--- src/rtl/reg_file_sb.sv ---
// ---------------------------------------------------------------------------
// reg_file_sb
//
// Purpose:
//   Register file with two write ports and a busy scoreboard for loads. It
//   sits between decode and writeback. Decode reads two operands (A and B)
//   and a branch-offset register. Writeback drives an ALU port (port 0) and a
//   load-return port (port 1). The scoreboard holds one busy bit per
//   register, for loads that have issued but not yet returned. It drives
//   Stall to freeze the front end when a RAW or WAW hazard hits one of
//   those registers.
//
// Parameters:
//   W        data width in bits
//   D        address width; the file holds 2**D registers
//   BYPASS   1: write data this cycle is forwarded to the read ports
//            0: reads see only the stored value
//   ZERO_R0  1: R0 always reads 0, ignores writes and is never busy
//
// Ports:
//   Clk        clock; all state updates on the rising edge
//   Reset      synchronous, active-high; clears registers and busy bits
//   RaddrA     read pointer A
//   RaddrB     read pointer B
//   WriteEn    port 0 (ALU) write enable
//   Waddr      port 0 write pointer; also selects DataOutBr
//   DataIn     port 0 write data
//   LdWriteEn  port 1 (load return) write enable
//   LdWaddr    port 1 write pointer
//   LdDataIn   port 1 write data
//   SetBusy    a load has issued; mark BusyAddr as outstanding
//   BusyAddr   destination register of the issued load
//   DataOutA   value of register RaddrA
//   DataOutB   value of register RaddrB
//   DataOutBr  value of register Waddr (branch offset)
//   BusyA      busy bit of RaddrA
//   BusyB      busy bit of RaddrB
//   Stall      hazard against an outstanding load; freezes the front end
// ---------------------------------------------------------------------------
module reg_file_sb #(
    parameter int W       = 8,
    parameter int D       = 2,
    parameter int BYPASS  = 1,
    parameter int ZERO_R0 = 0
) (
    input  logic         Clk,
    input  logic         Reset,
    input  logic [D-1:0] RaddrA,
    input  logic [D-1:0] RaddrB,
    input  logic         WriteEn,
    input  logic [D-1:0] Waddr,
    input  logic [W-1:0] DataIn,
    input  logic         LdWriteEn,
    input  logic [D-1:0] LdWaddr,
    input  logic [W-1:0] LdDataIn,
    input  logic         SetBusy,
    input  logic [D-1:0] BusyAddr,
    output logic [W-1:0] DataOutA,
    output logic [W-1:0] DataOutB,
    output logic [W-1:0] DataOutBr,
    output logic         BusyA,
    output logic         BusyB,
    output logic         Stall
);

    localparam int N = 1 << D;

    // Storage and scoreboard state
    logic [W-1:0] regs_q [N];
    logic [W-1:0] regs_d [N];
    logic [N-1:0] busy_q;
    logic [N-1:0] busy_d;

    // Qualified write/busy strobes after stall and R0 filtering
    logic         aluWe;
    logic         ldWe;
    logic         setBusyEff;

    // True when a pointer names the hardwired-zero register
    function automatic logic isZeroReg(input logic [D-1:0] addr);
        return (ZERO_R0 != 0) && (addr == '0);
    endfunction

    // Busy seen by a read port. With bypass, a load returning to that
    // register this cycle already supplies the data, so the read port must
    // not report it as busy.
    function automatic logic readBusy(input logic [D-1:0] addr);
        logic b;
        b = busy_q[addr];
        if ((BYPASS != 0) && LdWriteEn && (LdWaddr == addr)) begin
            b = 1'b0;
        end
        return b;
    endfunction

    // Hazard detection: RAW on either operand, WAW from an ALU write, or a
    // second load issued to a register that is already outstanding.
    always_comb begin
        BusyA = readBusy(RaddrA);
        BusyB = readBusy(RaddrB);
        Stall = BusyA | BusyB
              | (WriteEn & busy_q[Waddr])
              | (SetBusy & busy_q[BusyAddr]);
    end

    // The front end is frozen on Stall, so its ALU write and load issue are
    // dropped. Load returns come from the memory side and always proceed.
    // Writes to a hardwired R0 are discarded here so nothing downstream
    // needs a separate check.
    always_comb begin
        aluWe      = WriteEn & ~Stall & ~isZeroReg(Waddr);
        ldWe       = LdWriteEn & ~isZeroReg(LdWaddr);
        setBusyEff = SetBusy & ~Stall & ~isZeroReg(BusyAddr);
    end

    // Read mux. Port 0 is the younger instruction, so its forwarded data
    // takes priority over a load return to the same register. Reset
    // discards writes, so forwarding is also disabled during reset.
    function automatic logic [W-1:0] readPort(input logic [D-1:0] addr);
        logic [W-1:0] v;
        v = regs_q[addr];
        if ((BYPASS != 0) && !Reset) begin
            if (ldWe && (LdWaddr == addr)) begin
                v = LdDataIn;
            end
            if (aluWe && (Waddr == addr)) begin
                v = DataIn;
            end
        end
        if (isZeroReg(addr)) begin
            v = '0;
        end
        return v;
    endfunction

    // All three read ports use the same forwarding rules
    always_comb begin
        DataOutA  = readPort(RaddrA);
        DataOutB  = readPort(RaddrB);
        DataOutBr = readPort(Waddr);
    end

    // Register next state. The load is applied first and the ALU write
    // second, so the ALU wins when both target the same register.
    always_comb begin
        regs_d = regs_q;
        if (ldWe) begin
            regs_d[LdWaddr] = LdDataIn;
        end
        if (aluWe) begin
            regs_d[Waddr] = DataIn;
        end
    end

    // Scoreboard next state. A load return clears its bit. A newly issued
    // load is applied afterwards, so on a same-cycle conflict the set wins.
    // ALU writes never change the busy bits.
    always_comb begin
        busy_d = busy_q;
        if (LdWriteEn) begin
            busy_d[LdWaddr] = 1'b0;
        end
        if (setBusyEff) begin
            busy_d[BusyAddr] = 1'b1;
        end
        if (ZERO_R0 != 0) begin
            busy_d[0] = 1'b0;
        end
    end

    // State registers. Reset drops outstanding loads. A load that returns
    // after a reset then writes normally and clears a bit that is already
    // clear.
    always_ff @(posedge Clk) begin
        if (Reset) begin
            for (int i = 0; i < N; i++) begin
                regs_q[i] <= '0;
            end
            busy_q <= '0;
        end else begin
            for (int i = 0; i < N; i++) begin
                regs_q[i] <= regs_d[i];
            end
            busy_q <= busy_d;
        end
    end

endmodule
--- config.mk ---
export PLATFORM = sky130hd
export DESIGN_NAME = reg_file_sb
export DESIGN_NICKNAME = d
export VERILOG_FILES = /design/src/rtl/reg_file_sb.sv
export SDC_FILE = /design/constraint.sdc
export NUM_CORES = 1
export LEC_CHECK = 0
export ABC_AREA = 1
export BUFFER_PORTS_ARGS = -buffer_cell sky130_fd_sc_hd__buf_4
export CORE_MARGIN = 1.5
export CORE_UTILIZATION = 30
export DETAILED_ROUTE_END_ITERATION = 10
export HOLD_SLACK_MARGIN = 0.08
export SETUP_SLACK_MARGIN = 0.3
export SYNTH_ARGS = -nofsm -noshare
export SYNTH_HDL_FRONTEND = slang
export SYNTH_SLANG_ARGS = --single-unit
--- constraint.sdc ---
create_clock -name Clk -period 2 [get_ports Clk]
set_input_delay 0.3 -clock Clk [delete_from_list [all_inputs] [get_ports Clk]]
set_output_delay 0.3 -clock Clk [all_outputs]
set_load 0.01 [all_outputs]
* After elaboration in Yosys (flattened, before gate mapping)
Cells that the tools add are included.
Storage, ports and cells: register bits 36, bits of input ports 31, output and inout bits 27
Cells by class: bitwise operators 15, order comparisons 13, multiplexer cells 42, equality and inequality tests 5, reduce and logical (&&, ||, !) cells 9
Operator list (count):
- 8-bit two-way mux | 17
- 32-bit bitwise mux | 2
- 32-bit two-way mux | 2
- 8-bit binary-select mux with 2-bit select | 3
- 8-bit demux with 2-bit select | 2
- 2-bit by 3-bit < comparator with 1-bit output, second input constant | 5
- 3-bit >= comparator, second input constant | 4
- 2-bit inverter with 3-bit output | 4
- 2-bit == test | 5
- 1-bit logical AND | 9
- 1-bit binary-select mux with 2-bit select | 4
- 1-bit two-way mux | 8
- 4-bit two-way mux | 2
- 3-bit by 1-bit < comparator with 1-bit output, second input constant | 2
- 1-bit AND | 4
- 4-bit AND | 1
- 1-bit demux with 2-bit select | 2
- 2-bit by 1-bit >= comparator with 1-bit output, second input constant | 2
- 4-bit inverter | 1
- 4-bit bitwise OR | 1
- 1-bit bitwise OR | 3
- 1-bit inverter | 1

* Depth between registers and ports, before layout
word-level depth 11, mapped depth 13, gate-level depth less buffers 12

* Worst setup path before layout
No wires, ideal clock.
kind input to output, start input RaddrB[0], end output DataOutB[5], path buffers 2, slack 0.123 ns, data required time 1.700 ns, arrival time 1.577 ns, stages on the path 9, path through buf_2 inv_1 buf_2 nor2_1 nor3_2 nand3_2 nand2_1 nand3_1 nand2_1
Between the ends: cells in the longest elaborated chain, start to end 11, elaborated cells between the ends (all ways) 19
RTL lines:
- start: declaration | line 49 | input logic [D-1:0] RaddrB,
- 1-bit binary-select mux with 2-bit select / 2-bit == test (equally long branches) | line 89, 90, 123
- 1-bit two-way mux (not written as such) / 1-bit logical AND (equally long branches) | line 89, 90, 123
- 1-bit two-way mux | line 90 | if ((BYPASS != 0) && LdWriteEn && (LdWaddr == addr)) begin
- 1-bit bitwise OR | line 101 | Stall = BusyA | BusyB
- 1-bit bitwise OR | line 102 | | (WriteEn & busy_q[Waddr])
- 1-bit bitwise OR | line 103 | | (SetBusy & busy_q[BusyAddr]);
- 1-bit inverter | line 111 | aluWe = WriteEn & ~Stall & ~isZeroReg(Waddr);
- 1-bit AND | line 111
- 1-bit logical AND | line 126 | if (aluWe && (Waddr == addr)) begin
- 8-bit two-way mux | line 126
- 8-bit two-way mux * | line 122 | if ((BYPASS != 0) && !Reset) begin
- end: declaration | line 59 | output logic [W-1:0] DataOutB,
Every way passes the cells marked *; elsewhere a longest branch is shown, timed or not. The select of a mux whose other input is x is not followed.

* Worst setup path after layout
start register busy_q[1], end output DataOutA[1]
Between the ends: cells in the longest elaborated chain, start to end 11, elaborated cells between the ends (all ways) 20
RTL lines:
- start: declaration | line 71 | logic [N-1:0] busy_q;
- start signal: assignment | line 184 | busy_q <= busy_d;
- 1-bit binary-select mux with 2-bit select | line 89 | b = busy_q[addr];
- 1-bit two-way mux (not written as such) | line 89
- 1-bit two-way mux | line 90
- 1-bit bitwise OR | line 101
- 1-bit bitwise OR | line 102
- 1-bit bitwise OR * | line 103
- 1-bit inverter * | line 111
- 1-bit AND * | line 111
- 1-bit logical AND * | line 126
- 8-bit two-way mux * | line 126
- 8-bit two-way mux * | line 122
- end: declaration | line 58 | output logic [W-1:0] DataOutA,
Marks and branches as above.

==> run metrics <==
status finished with violations; failing checks setup timing; ys async rst share 0%; initial antenna violation count 0; Top FF cell, synth dfxtp_1; first-pass GRT wire length 23700 um; critical path class flip-flop to output port; row count 41; Worst EP required 1.70 ns; CP most frequent cell nand2_1; GRT Total Usage 22.0%; Max Fclk 458 MHz; nets 832; global placement routability congestion 0.900; total CTS buffers 5; n_diodes 0; top-count cell post-synth nand2_1; CTS max path bufs 2; PortBufs 57; Synth Area in XOR/XNOR 0.450%; Synthesized Nets 769; Clock Sinks 36; number of global-route vias before repair 4540; hold-critical path depth 3; 1st-pass router iterations 6; final WL 14700 um; Synth Warn # 0; Worst R2R Start busy_q[1]; slew margin rel. 63.1%; flop-to-flop setup slack 0.15 ns; wire per inst 15.1 um; final setup fails 25; Post-Syn Area 3890 um2; die height 117 um; RSZ-0062 raised after global routing yes; Slew @ Worst Pin 0.552 ns; worst-case vdd ir drop 0.322 mV; flops & latches, synth 36; Synth top cells by count nand2_1, nand3_1, o21ai_0, a21oi_1, inv_1; pre-CTS setup slack -0.0161 ns; register area share after synthesis 18.5%; CP Cell Sequence inv_2, nand2_1, nand3_1, nand2_1, nand2_2, nand2_4, nor2_8, buf_12, nand3_4, nand2_1, nand3_1, nand2_1, buf_4; setup TNS -3.33 ns; Syn-to-layout area delta 30.9%; core footprint 12600 um2; CP max stage cell dfxtp_2; htree depth 2; CP Capture Type output port; Worst-Skew Late Latency 0.28 ns; met2 GRT Util 35.0%; complex-gate fraction of the synthesized area 23.6%; CP delay by family, top simple AND/OR/NAND/NOR gates; Tot Pwr 2.89 mW; Global Route met1 Usage 30.9%; Critical Path AT 1.89 ns; Static Leakage 2.25 nW; Clk pin slew, worst setup/hold paths 0.06 ns; pwr/cell area 566 nW/um2; I/O Pins 58; combinational family with the most area after synthesis simple AND/OR/NAND/NOR gates; Hold Crit Start BusyAddr[1]; die extent in x 117 um; Initial Utilization 30.9%; crit path max fanout 8; synthesized area per cell 5.28 um2; met3 usage 2.88%; Synth area leader nand2_1; Mapped Cells 738; reg2reg path depth 14; Synth Area in Adders 0%; Slew Viols, Final 0; Root Driver clkbuf_16; clk_skew 0.00394 ns; R2R Path End regs_q[3]; ranking of synthesized cells by area nand2_1, dfxtp_1, nand3_1; footprint of the multi-input gates 2900 um2; Simple-Gate Fraction of Synth Area 47.4%; final hold vios 0; Min Hold Slack 0.323 ns; DR vias 5075; top cell type's share of synthesized area 25.5%; Final Worst Setup Slack -0.185 ns; fin crit share 109%; die area 13700 um2; largest net degree at the start of global routing 32; GRT busiest layer met2; Residual DRC 0; CTS tree yes; fraction of layout cells with a size suffix above 1 20.9%; Buf/Inv on CP 3; grt ovf 0; type of origin of the critical path flip-flop; worst min path class primary input to flip-flop; 1st-iter DRT viols 524; final worst path period need 2.19 ns; number of max-cap violations 0; Avg Vias per Cell 5.21; number of flops mapped to enable cells by yosys 0; Worst path max stage delay 0.34 ns; post-synthesis mux area share 0%; Antenna Nets Post-Route 0; Fillers 1396; Worst Hold Path EP busy_q[3]; Post-DP HPWL 10900 um; synth unique cells 22; Register Area 726 um2
## layout make-up
cell class	instances	share of cell area (%)
Inverter	46	3.39
Tap cell	172	4.22
Multi-Input combinational cell	607	57.0
Clock buffer	5	2.45
Sequential cell	36	14.2
Clock inverter	3	0.368
Timing Repair Buffer	105	18.4
## cells in the final DEF, fill, tap and decap left out
cell type / synthesis / layout
inv_2: 4 / 8
nand3_4: 0 / 2
a31oi_1: 16 / 16
clkbuf_16: 0 / 5
a21oi_1: 61 / 53
nor2_8: 1 / 1
nand3_2: 2 / 3
clkinv_4: 0 / 1
nor3_4: 0 / 2
o211ai_1: 2 / 2
buf_4: 6 / 93
buf_6: 0 / 2
clkinv_2: 0 / 2
nand2_4: 0 / 1
inv_1: 42 / 38
dfxtp_2: 0 / 4
xor2_1: 2 / 2
nor2_1: 24 / 24
buf_16: 0 / 1
a21oi_2: 0 / 8
nand2_2: 2 / 18
buf_8: 0 / 1
or2_2: 8 / 8
a21boi_1: 1 / 1
buf_12: 0 / 7
bufbuf_16: 0 / 1
dfxtp_1: 36 / 32
nand3_1: 103 / 100
o21ai_0: 98 / 98
nand4_1: 20 / 20
nand2_1: 265 / 248
## metrics by stage
stage	util, %	cells	instance area, um2
2_1_floorplan	-	738	3960
3_3_place_gp	37.1	954	4680
3_5_place_dp	37.1	954	4680
4_1_cts	39.6	969	5000
5_1_grt	40.4	974	5100
6_report	40.4	974	5100
## metal layers
layer  up-vias  wire, um  part of all wire [%]
met3        25       988                   6.7
met5         -         0                     0
met4         0       292                   2.0
li1       2598         -                     -
met1      2257      6880                    47
met2       195      6560                    45
## kinds of logic (layout without fill, tap and decap cells)
kind of cell,after synthesis,in the layout
simple gates,427,427
buf+inv,95,159
xor+xnor,2,2
compound gates,178,178
flops,36,36
## state kept, by name, indices dropped and copies added, names as in the netlist
signal	cells
busy_q	4
regs_q	32
## timing repair
| item | 4_1_cts | 5_1_grt |
|---|---|---|
| resized for setup | 19 | 18 |
| cloned | 2 | 0 |
| buffers inserted | 5 | 5 |
| setup endpoints to repair | 49 | 58 |
| pin swaps | 13 | 42 |
| hold buffers | 0 | 0 |
## worst min-delay path: cells and delay by family
kind	cells	cell delay, ns
buffers and inverters	1	0.12
and+or+nand+nor	1	0.08
AOI/OAI and AO/OA	1	0.06
## worst max-delay path by stage
stage / from / end / slack [ns] / depth (start not counted)
finish: busy_q[1] / DataOutA[1] / -0.19 / 13
global route: busy_q[3] / DataOutA[4] / -0.27 / 13
CTS: busy_q[0] / DataOutA[2] / -0.13 / 13
detailed placement: LdWaddr[0] / DataOutB[1] / -0.02 / 13
global placement: LdWaddr[0] / DataOutB[1] / -0.04 / 13
floorplan: LdWaddr[0] / DataOutBr[0] / 0.23 / 13
## report_power, final
group / total, mW / internal, mW / switching [mW]
sequential: 0.811 / 0.764 / 0.0472
clock: 0.770 / 0.459 / 0.311
combinational: 1.31 / 0.560 / 0.746
Note: power is estimated with default switching activity, not from simulation.
